**src/rtl/conv_pkg.sv**
```systemverilog
// conv_pkg: shared types for the convolution control FSM.
// Holds the state encoding used by conv_controller.
`timescale 1ns/1ps

package conv_pkg;

    // All eight encodings are named; the controller still maps anything
    // unexpected (e.g. X after power-up glitches) back to IDLE.
    typedef enum logic [2:0] {
        IDLE      = 3'd0,
        LD_COEFF  = 3'd1,
        LD_SAMPLE = 3'd2,
        START     = 3'd3,
        CONV      = 3'd4,
        RESULT    = 3'd5,
        SHIFT     = 3'd6,
        DONE      = 3'd7
    } conv_state_t;

endpackage

```
**src/rtl/conv_controller.sv**
```systemverilog
// conv_controller: Moore FSM sequencing coefficient load, sample load,
// convolution start, result hand-off and sample-window shift.
//
// Ports:
//   clk             system clock, rising edge
//   n_rst           asynchronous active-low reset
//   conv_en         run enable; low aborts to IDLE
//   coeff_loaded    coefficient buffer load finished
//   sample_loaded   sample buffer load finished
//   conv_complete   MAC engine convolution finished
//   sample_complete input stream exhausted (looked at in RESULT only)
//   load_coeff      level request: load coefficients
//   load_sample     level request: load samples
//   start_conv      one-cycle pulse: start convolution
//   shift           one-cycle pulse: shift sample window
//   result_ready    one-cycle pulse: result valid downstream
`timescale 1ns/1ps

module conv_controller
    import conv_pkg::*;
(
    input  logic clk,
    input  logic n_rst,
    input  logic conv_en,
    input  logic coeff_loaded,
    input  logic sample_loaded,
    input  logic conv_complete,
    input  logic sample_complete,
    output logic load_coeff,
    output logic load_sample,
    output logic start_conv,
    output logic shift,
    output logic result_ready
);

    conv_state_t state_q;
    conv_state_t state_d;

    always_ff @(posedge clk or negedge n_rst) begin
        if (!n_rst) begin
            state_q <= IDLE;
        end else begin
            state_q <= state_d;
        end
    end

    // Abort wins over every other transition; done flags only matter in
    // the state that is waiting for them.
    always_comb begin
        state_d = state_q;
        if (!conv_en) begin
            state_d = IDLE;
        end else begin
            case (state_q)
                IDLE:      state_d = LD_COEFF;
                LD_COEFF:  if (coeff_loaded)  state_d = LD_SAMPLE;
                LD_SAMPLE: if (sample_loaded) state_d = START;
                START:     state_d = CONV;
                CONV:      if (conv_complete) state_d = RESULT;
                RESULT:    state_d = sample_complete ? DONE : SHIFT;
                // Coefficients stay loaded; only the sample window moves.
                SHIFT:     state_d = LD_SAMPLE;
                DONE:      state_d = DONE;
                default:   state_d = IDLE;
            endcase
        end
    end

    // Outputs depend on the registered state only, so they are glitch-free
    // with respect to the inputs and one-hot by construction.
    always_comb begin
        load_coeff   = 1'b0;
        load_sample  = 1'b0;
        start_conv   = 1'b0;
        shift        = 1'b0;
        result_ready = 1'b0;
        case (state_q)
            LD_COEFF:  load_coeff   = 1'b1;
            LD_SAMPLE: load_sample  = 1'b1;
            START:     start_conv   = 1'b1;
            SHIFT:     shift        = 1'b1;
            RESULT:    result_ready = 1'b1;
            default:   ;
        endcase
    end

endmodule

```
**config.mk**
```make
export PLATFORM = sky130hd
export DESIGN_NAME = conv_controller
export DESIGN_NICKNAME = d
export VERILOG_FILES = /design/src/rtl/conv_pkg.sv /design/src/rtl/conv_controller.sv
export SDC_FILE = /design/constraint.sdc
export NUM_CORES = 1
export LEC_CHECK = 0
export CAP_MARGIN = 20
export CORE_AREA = 2 2 39 41
export CTS_CLUSTER_SIZE = 10
export DETAILED_ROUTE_END_ITERATION = 10
export DIE_AREA = 0 0 41 43
export HOLD_SLACK_MARGIN = 0.05
export MAX_ROUTING_LAYER = met4
export SLEW_MARGIN = 10
export SYNTH_ARGS = -nofsm -noshare
export SYNTH_HDL_FRONTEND = slang
export SYNTH_SLANG_ARGS = --single-unit
```
**constraint.sdc**
```tcl
create_clock -name clk -period 3.06 [get_ports clk]
set_clock_uncertainty 0.15 [all_clocks]
set_input_delay 0.612 -clock clk [delete_from_list [all_inputs] [get_ports clk]]
set_output_delay 0.612 -clock clk [all_outputs]
set_load 0.02 [all_outputs]
```
==> results.sh, run 1 <==
export IMPL_period_minus_slack_ps=2349
export IMPL_die_area_sq_um=1763
export IMPL_avgSynthCellArea_sq_um=8.704
export IMPL_die_w_microns=41
export IMPL_start_util_pct=14.47
export IMPL_largest_reg_flops=3
export IMPL_antenna_found_initial=0
export IMPL_syn2layout_area_growth_pct=72.50
export IMPL_cts_root_buf="clkbuf_4"
export IMPL_via_per_inst=4.151
export IMPL_ff2ff_setup_slack_ps=1750
export IMPL_grt_max_degree=10
export IMPL_yosysSeqAreaShare_pct=37.50
export IMPL_max_cap_violations=0
export IMPL_ir_drop_v=0.0001568
export IMPL_worstSkewPairLatency_ps=230
export IMPL_grt_total_usage_pct=7.732
export IMPL_required_ps=2300
export IMPL_slew_violations=0
export IMPL_final_util_pct=24.95
export IMPL_final_common_cell="clkdlybuf4s50_1"
export IMPL_max_stage_delay_ps=630
export IMPL_p_comb_share_pct=32.7
export IMPL_rows=14
export IMPL_min_path_type="in -> async"
export IMPL_rsz0062_at_grt="false"
export IMPL_relSlewSlack_pct=81.66
export IMPL_routed_wl_microns=491
export IMPL_r2r_cells=4
export IMPL_cp_slowest_cell="clkdlybuf4s50_1"
export IMPL_layout_worst_path_cycle_share_pct=76.78
export IMPL_cts_max_level=1
export IMPL_clkPwrFrac_pct=36.6
export IMPL_wl_per_cell_microns=9.264
export IMPL_drc=0
export IMPL_mostFrequentLayoutCells="clkdlybuf4s50_1, a21oi_1, clkbuf_4, dfrtp_1"
export IMPL_r2r_start="state_q[1]"
export IMPL_grt_overflow=0
export IMPL_diodes=0
export IMPL_regArea_sq_um=75.07
export IMPL_cts_sinks=3
export IMPL_intPower_uw=127.3
export IMPL_ys_ff_latch=3
export IMPL_place_detailed_hpwl_microns=347.6
export IMPL_multiInputGateArea_sq_um=102.6
export IMPL_syn_nets=30
export IMPL_path_max_fanout=7
export IMPL_drive_gt1_share_pct=18.92
export IMPL_criticalPathCategory="reg -> out"
export IMPL_p_leak_uw=0.0001352
export IMPL_timing_fmax_ghz=0.4256
export IMPL_post_cts_buffers=0
export IMPL_endpoint_kind="output pin"
export IMPL_r2r_end="state_q[0]"
export IMPL_coreArea_sq_um=1384
export IMPL_grt_pass1_vias=180
export IMPL_nFillCells=166
export IMPL_p_switching_uw=62.63
export IMPL_start_kind="flop"
export IMPL_clockBufferDepth=2
export IMPL_placed_cells=49
export IMPL_drt_pass1_iter_count=2
export IMPL_io_pins=12
export IMPL_fin_nets=45
export IMPL_top_register="state_q"
export IMPL_final_cells=53
export IMPL_clkSlewWorstSetupHoldPaths_ps=40
export IMPL_place_gp_congestion=0.6966
export IMPL_reg_largest_list="state_q (3)"
export IMPL_finalSetupViolCount=0
export IMPL_ys_warn_count=0
export IMPL_cts_hold_fix_buffers=0
export IMPL_drt_iter0_markers=1
export IMPL_final_hold_violation_count=0
export IMPL_cp_cell_sequence="inv_1 -> nor3_1 -> clkdlybuf4s50_1"
export IMPL_cts_repair_resized=0
export IMPL_tritoncts="yes"
export IMPL_swShare_pct=32.98
export IMPL_port_buffers=11
export IMPL_power_uw=189.9
export IMPL_syn_area_sq_um=200.2
export IMPL_seqPwrFrac_pct=30.7
export IMPL_crit_arrival_ps=1590
export IMPL_grt_pass1_wl_microns=752
export IMPL_synth_cells=23
export IMPL_setup_tns_ps=0
export IMPL_routed_via_count=220
export IMPL_numCtsBuffers=3
export IMPL_tightest_slew_ps=275.1
export IMPL_powerDensity_nw_per_um2=550.0
export IMPL_status="completed"
export IMPL_die_y_microns=43
export IMPL_ys_types=16
export IMPL_ant_nets=0
## synth_stat cells
cell / number / area [sq um]
a211o_1: 1 / 8.760
a21boi_2: 1 / 11.26
a21oi_1: 3 / 15.01
and3_2: 1 / 7.510
buf_6: 1 / 11.26
dfrtp_1: 3 / 75.07
inv_1: 2 / 7.510
inv_2: 1 / 3.750
mux2i_1: 1 / 10.01
nand2_2: 1 / 6.260
nor2_1: 2 / 7.510
nor2b_1: 1 / 6.260
nor3_1: 2 / 10.01
o21ai_0: 1 / 5.000
o221ai_1: 1 / 8.760
or3_1: 1 / 6.260
## through the flow
step,hold WS (ps),setup WS [ps],cell area (sq um)
4_1_cts,401.6,682.2,345.3
3_3_place_gp,474.3,923.4,319.1
3_5_place_dp,463.3,934.5,319.1
6_report,406.7,710.6,345.3
5_1_grt,399.2,597.7,345.3
2_1_floorplan,166.4,1301,200.2
## layer usage
metal,vias to the layer above,track usage (%),part of all wire [%]
met5,-,-,0
met1,100,7.767,43
met3,2,4.712,5.5
met4,0,10.00,3.9
li1,109,-,-
met2,9,8.438,48
## worst max-delay path by stage
stage | startpoint | end | slack [ps] | cells after the start
3_5_place_dp | state_q[2] | shift | 930 | 3
2_1_floorplan | state_q[2] | shift | 1300 | 2
4_1_cts | state_q[2] | shift | 680 | 3
6_report | state_q[2] | shift | 710 | 3
3_3_place_gp | state_q[2] | shift | 920 | 3
5_1_grt | state_q[2] | shift | 600 | 3
## worst max-delay path, delay by kind of cell (launching register included)
kind / cells / cell delay (ps)
buffers and inverters: 2 / 740
and+or+nand+nor: 1 / 190
DFF: 1 / 430
## logic make-up (layout without fill, tap and decap cells)
group | after synthesis | in the layout | synth area share [%]
buf+inv | 4 | 18 | 11.25
mux | 1 | 1 | 5.000
flops | 3 | 3 | 37.50
compound gates | 7 | 7 | 24.37
simple gates | 8 | 8 | 21.88
## final cells by class
class,instances,share of cell area (%)
inverters,3,3.261
flip-flops and latches,3,21.74
repair buffers,11,31.88
clock buffers,4,7.609
well taps,16,5.797
multi-input cells,16,29.71
## power groups by stage
stage               sequential (uW)  clock (uW)  combinational, uW
finish                         58.4        69.5               62.0
global route                   60.3        80.2               68.0
CTS                            58.6        73.1               62.7
detailed placement             58.6           0               61.8
global placement               58.9           0               62.3
floorplan                      51.9           0               46.5
(Power assumes the default switching activity.)
==> run 2, diff against run 1 <==
- clock period: 3.06 -> 2.3 ns (I/O delays scaled with it)
==> run 2 against run 1 <==
Count of clock-buffer cells in the layout did not move. Power rose by 33%. Via count fell by 2.3%. Combinational power rose by 31%. Register-to-register slack got worse by 770 ps. Non-clock buffer count did not move. Routed wire length fell by 2.4%. Sequential power rose by 34%. Final area did not move. Clock power rose by 35%. Largest power group unchanged.
==> results.sh, run 2 (synthesis gave the netlist of run 1 again) <==
export IMPL_grt_pass1_wl_microns=772
export IMPL_powerDensity_nw_per_um2=733.7
export IMPL_period_minus_slack_ps=2214
export IMPL_crit_arrival_ps=1600
export IMPL_place_detailed_hpwl_microns=347.2
export IMPL_cp_depth=3
export IMPL_nFillCells=155
export IMPL_start_kind="flop"
export IMPL_final_hold_violation_count=0
export IMPL_grt_pass1_vias=183
export IMPL_wl_per_cell_microns=9.038
export IMPL_largest_reg_flops=3
export IMPL_routed_via_count=215
export IMPL_rows=14
export IMPL_rsz0062_at_grt="false"
export IMPL_reg_largest_list="state_q (3)"
export IMPL_drive_gt1_share_pct=18.92
export IMPL_swShare_pct=33.13
export IMPL_start_util_pct=14.47
export IMPL_diodes=0
export IMPL_layout_worst_path_cycle_share_pct=96.26
export IMPL_setup_tns_ps=0
export IMPL_min_path_type="in -> async"
export IMPL_seqPwrFrac_pct=30.9
export IMPL_p_comb_share_pct=32.1
export IMPL_clkPwrFrac_pct=37.0
export IMPL_final_common_cell="clkdlybuf4s50_1"
export IMPL_cp_cell_sequence="inv_1 -> nor3_1 -> clkdlybuf4s50_1"
export IMPL_cts_hold_fix_buffers=0
export IMPL_tightest_slew_ps=269.0
export IMPL_worstSkewPairLatency_ps=240
export IMPL_endpoint_kind="output pin"
export IMPL_numCtsBuffers=3
export IMPL_cts_sinks=3
export IMPL_tritoncts="yes"
export IMPL_mostFrequentLayoutCells="clkdlybuf4s50_1, a21oi_1, clkbuf_4, dfrtp_1"
export IMPL_die_y_microns=43
export IMPL_syn2layout_area_growth_pct=72.50
export IMPL_p_leak_uw=0.0001352
export IMPL_ant_nets=0
export IMPL_p_switching_uw=83.95
export IMPL_top_register="state_q"
export IMPL_clockBufferDepth=2
export IMPL_drt_iter0_markers=3
export IMPL_finalSetupViolCount=0
export IMPL_grt_max_degree=10
export IMPL_required_ps=1690
export IMPL_coreArea_sq_um=1384
export IMPL_relSlewSlack_pct=82.06
export IMPL_max_stage_delay_ps=630
export IMPL_routed_wl_microns=479
export IMPL_cts_repair_resized=0
export IMPL_port_buffers=11
export IMPL_path_max_fanout=7
export IMPL_timing_fmax_ghz=0.4517
export IMPL_antenna_found_initial=0
export IMPL_io_pins=12
export IMPL_r2r_cells=4
export IMPL_status="completed"
export IMPL_fin_nets=45
export IMPL_drc=0
export IMPL_place_gp_congestion=0.6957
export IMPL_grt_total_usage_pct=7.629
export IMPL_intPower_uw=169.4
export IMPL_die_area_sq_um=1763
export IMPL_die_w_microns=41
export IMPL_grt_overflow=0
export IMPL_cts_max_level=1
export IMPL_ir_drop_v=0.0002218
export IMPL_post_cts_buffers=0
export IMPL_max_cap_violations=0
export IMPL_cp_slowest_cell="clkdlybuf4s50_1"
export IMPL_drt_pass1_iter_count=4
export IMPL_cp_top_family="buffers and inverters"
export IMPL_cts_root_buf="clkbuf_4"
export IMPL_clkSlewWorstSetupHoldPaths_ps=40
export IMPL_slew_violations=0
export IMPL_whs_ps=253.9
export IMPL_cp_num_buf_inv=2
export IMPL_criticalPathCategory="reg -> out"
export IMPL_via_per_inst=4.057
==> run 2: cell counts in the layout (fill, tap and decap cells not counted) <==
Identical to the previous run, type by type.
==> run 2: final timing paths <==
check / from / endpoint / slack (ps)
max: state_q[2] / shift / 90
min: n_rst / state_q[0] / 250
max reg2reg: state_q[1] / state_q[0] / 980
min reg2reg: state_q[0] / state_q[1] / 480
max in group asynchronous: n_rst / state_q[1] / 1600
min in group clk: state_q[0] / state_q[1] / 480
==> run 2: layer usage <==
metal | track usage (%) | wire (microns)
met3 | 4.712 | 31
met5 | - | 0
met4 | 10.00 | 22
met2 | 7.187 | 210
met1 | 8.738 | 214
==> run 2: cell type report <==
| type | count | area (sq um) | share of cell area [%] |
|---|---|---|---|
| Clock buffer | 4 | 26.28 | 7.609 |
| Inverter | 3 | 11.26 | 3.261 |
| Multi-Input combinational cell | 16 | 102.6 | 29.71 |
| Sequential cell | 3 | 75.07 | 21.74 |
| Tap cell | 16 | 20.02 | 5.797 |
| Timing Repair Buffer | 11 | 110.1 | 31.88 |
==> run 2: power groups by stage <==
stage,sequential (uW),combinational [uW],clock (uW)
floorplan,69.1,61.9,0
global placement,78.6,82.5,0
detailed placement,78.4,81.7,0
CTS,77.8,82.3,97.7
global route,80.9,90.1,103
finish,78.3,81.4,93.7
==> run 2: through the flow <==
step	area, sq um	setup slack [ps]	instances	utilization (%)	total power [uW]
global placement	319.1	340.5	49	23.06	161.1
detailed placement	319.1	329.4	49	23.06	160.1
floorplan	200.2	693.0	23	-	130.9
CTS	345.3	75.80	53	24.95	257.9
finish	345.3	85.95	53	24.95	253.4
global route	345.3	2.504	53	24.95	273.8
==> run 3, diff against run 2 <==
- clock period: 2.3 -> 2.05 ns (I/O delays scaled with it)
==> run 3 against run 2 <==
Combinational power grew 3.7%. Die area is the same. Critical endpoint is now load_coeff. Core utilization shrank 0.45 points. Register-to-register slack lost 240 ps. Sequential power grew 11%.
==> results.sh, run 3 (synthesis gave the netlist of run 1 again) <==
export IMPL_status="completed"
export IMPL_drc=0
export IMPL_fin_ws_ps=192.3
export IMPL_reg_largest_list="state_q (3)"
export IMPL_port_buffers=11
export IMPL_drt_pass1_iter_count=4
export IMPL_timing_fmax_ghz=0.5383
export IMPL_cp_num_buf_inv=2
export IMPL_cts_root_buf="clkbuf_4"
export IMPL_start_util_pct=14.47
export IMPL_cts_max_level=1
export IMPL_powerDensity_nw_per_um2=810.1
export IMPL_nFillCells=159
export IMPL_max_stage_delay_ps=430
export IMPL_routed_via_count=210
export IMPL_place_detailed_hpwl_microns=362.8
export IMPL_clockBufferDepth=2
export IMPL_criticalPathCategory="reg -> out"
export IMPL_placed_cells=49
export IMPL_final_hold_violation_count=0
export IMPL_die_y_microns=43
export IMPL_ant_nets=0
export IMPL_cts_sinks=3
export IMPL_mostFrequentLayoutCells="clkdlybuf4s50_1, dlygate4sd2_1, a21oi_1, clkbuf_4, dfrtp_1"
export IMPL_fin_nets=45
export IMPL_drt_iter0_markers=5
export IMPL_io_pins=12
export IMPL_start_kind="flop"
export IMPL_cts_hold_fix_buffers=0
export IMPL_largest_reg_flops=3
export IMPL_routed_wl_microns=459
export IMPL_place_gp_congestion=0.7048
export IMPL_grt_max_degree=10
export IMPL_power_uw=274.7
export IMPL_antenna_found_initial=0
export IMPL_grt_pass1_wl_microns=841
export IMPL_final_common_cell="clkdlybuf4s50_1"
export IMPL_coreArea_sq_um=1384
export IMPL_cp_cell_sequence="inv_2 -> nand2_2 -> nor2_1 -> dlygate4sd2_1"
export IMPL_period_minus_slack_ps=1858
export IMPL_rows=14
export IMPL_tritoncts="yes"
export IMPL_endpoint_kind="output pin"
export IMPL_relSlewSlack_pct=81.62
export IMPL_whs_ps=210.2
export IMPL_diodes=0
export IMPL_cp_top_family="buffers and inverters"
export IMPL_via_per_inst=3.962
export IMPL_multiInputGateArea_sq_um=102.6
export IMPL_finalSetupViolCount=0
export IMPL_slew_violations=0
export IMPL_crit_arrival_ps=1300
export IMPL_final_cells=53
export IMPL_wl_per_cell_microns=8.660
export IMPL_tightest_slew_ps=275.7
export IMPL_ir_drop_v=0.0001764
export IMPL_max_cap_violations=0
export IMPL_top_register="state_q"
export IMPL_numCtsBuffers=3
export IMPL_post_place_ws_ps=150.7
export IMPL_grt_total_usage_pct=7.613
export IMPL_required_ps=1490
export IMPL_drive_gt1_share_pct=18.92
export IMPL_clkSlewWorstSetupHoldPaths_ps=40
export IMPL_regArea_sq_um=75.07
export IMPL_grt_pass1_vias=228
export IMPL_path_max_fanout=5
export IMPL_die_w_microns=41
export IMPL_setup_tns_ps=0
export IMPL_syn2layout_area_growth_pct=69.37
export IMPL_p_leak_uw=0.0001565
export IMPL_rsz0062_at_grt="false"
export IMPL_post_cts_buffers=0
export IMPL_min_path_type="in -> async"
export IMPL_worstSkewPairLatency_ps=230
export IMPL_cp_slowest_cell="dfrtp_1"
export IMPL_grt_overflow=0
export IMPL_layout_worst_path_cycle_share_pct=90.62
export IMPL_die_area_sq_um=1763
-- run 3: cell types whose count changed in the layout (fill, tap and decap cells not counted) --
| cell | change |
|---|---|
| clkdlybuf4s50_1 | -5 |
| dlygate4sd2_1 | +5 |
-- run 3: layout make-up --
cell class / instances / share of cell area [%]
clock buffers: 4 / 7.749
inverters: 3 / 3.321
multi-input cells: 16 / 30.26
repair buffers: 11 / 30.63
flip-flops and latches: 3 / 22.14
well taps: 16 / 5.904
-- run 3: through the flow --
step	util (%)	cell area, sq um
2_1_floorplan	-	200.2
3_3_place_gp	23.06	319.1
3_5_place_dp	23.06	319.1
4_1_cts	24.50	339.1
5_1_grt	24.50	339.1
6_report	24.50	339.1
-- run 3: path summary, 6_finish.rpt --
kind	start	depth (start not counted)	end	slack (ps)
setup / recovery	state_q[1]	4	load_coeff	190
hold / removal	n_rst	1	state_q[0]	210
setup reg to reg	state_q[1]	4	state_q[0]	740
hold reg to reg	state_q[0]	1	state_q[1]	490
max in group asynchronous	n_rst	1	state_q[2]	1400
min in group clk	state_q[0]	1	state_q[1]	490
-- run 3: metal layers --
metal	part of all wire [%]	wire [microns]	GRT usage [%]	vias up
li1	-	-	-	108
met1	41	188	8.360	95
met2	52	238	9.375	7
met3	7.0	32	4.712	0
met4	0	0	6.000	0
met5	0	0	-	-
-- run 3: what timing repair did --
action	CTS	global route
gates resized for setup	5	0
setup endpoints to repair	5	0
endpoints found under the hold margin	0	0
-- run 3: where the power goes --
| group | internal, uW | switching [uW] |
|---|---|---|
| combinational | 40.6 | 43.8 |
| clock | 72.9 | 30.3 |
| sequential | 68.8 | 18.4 |
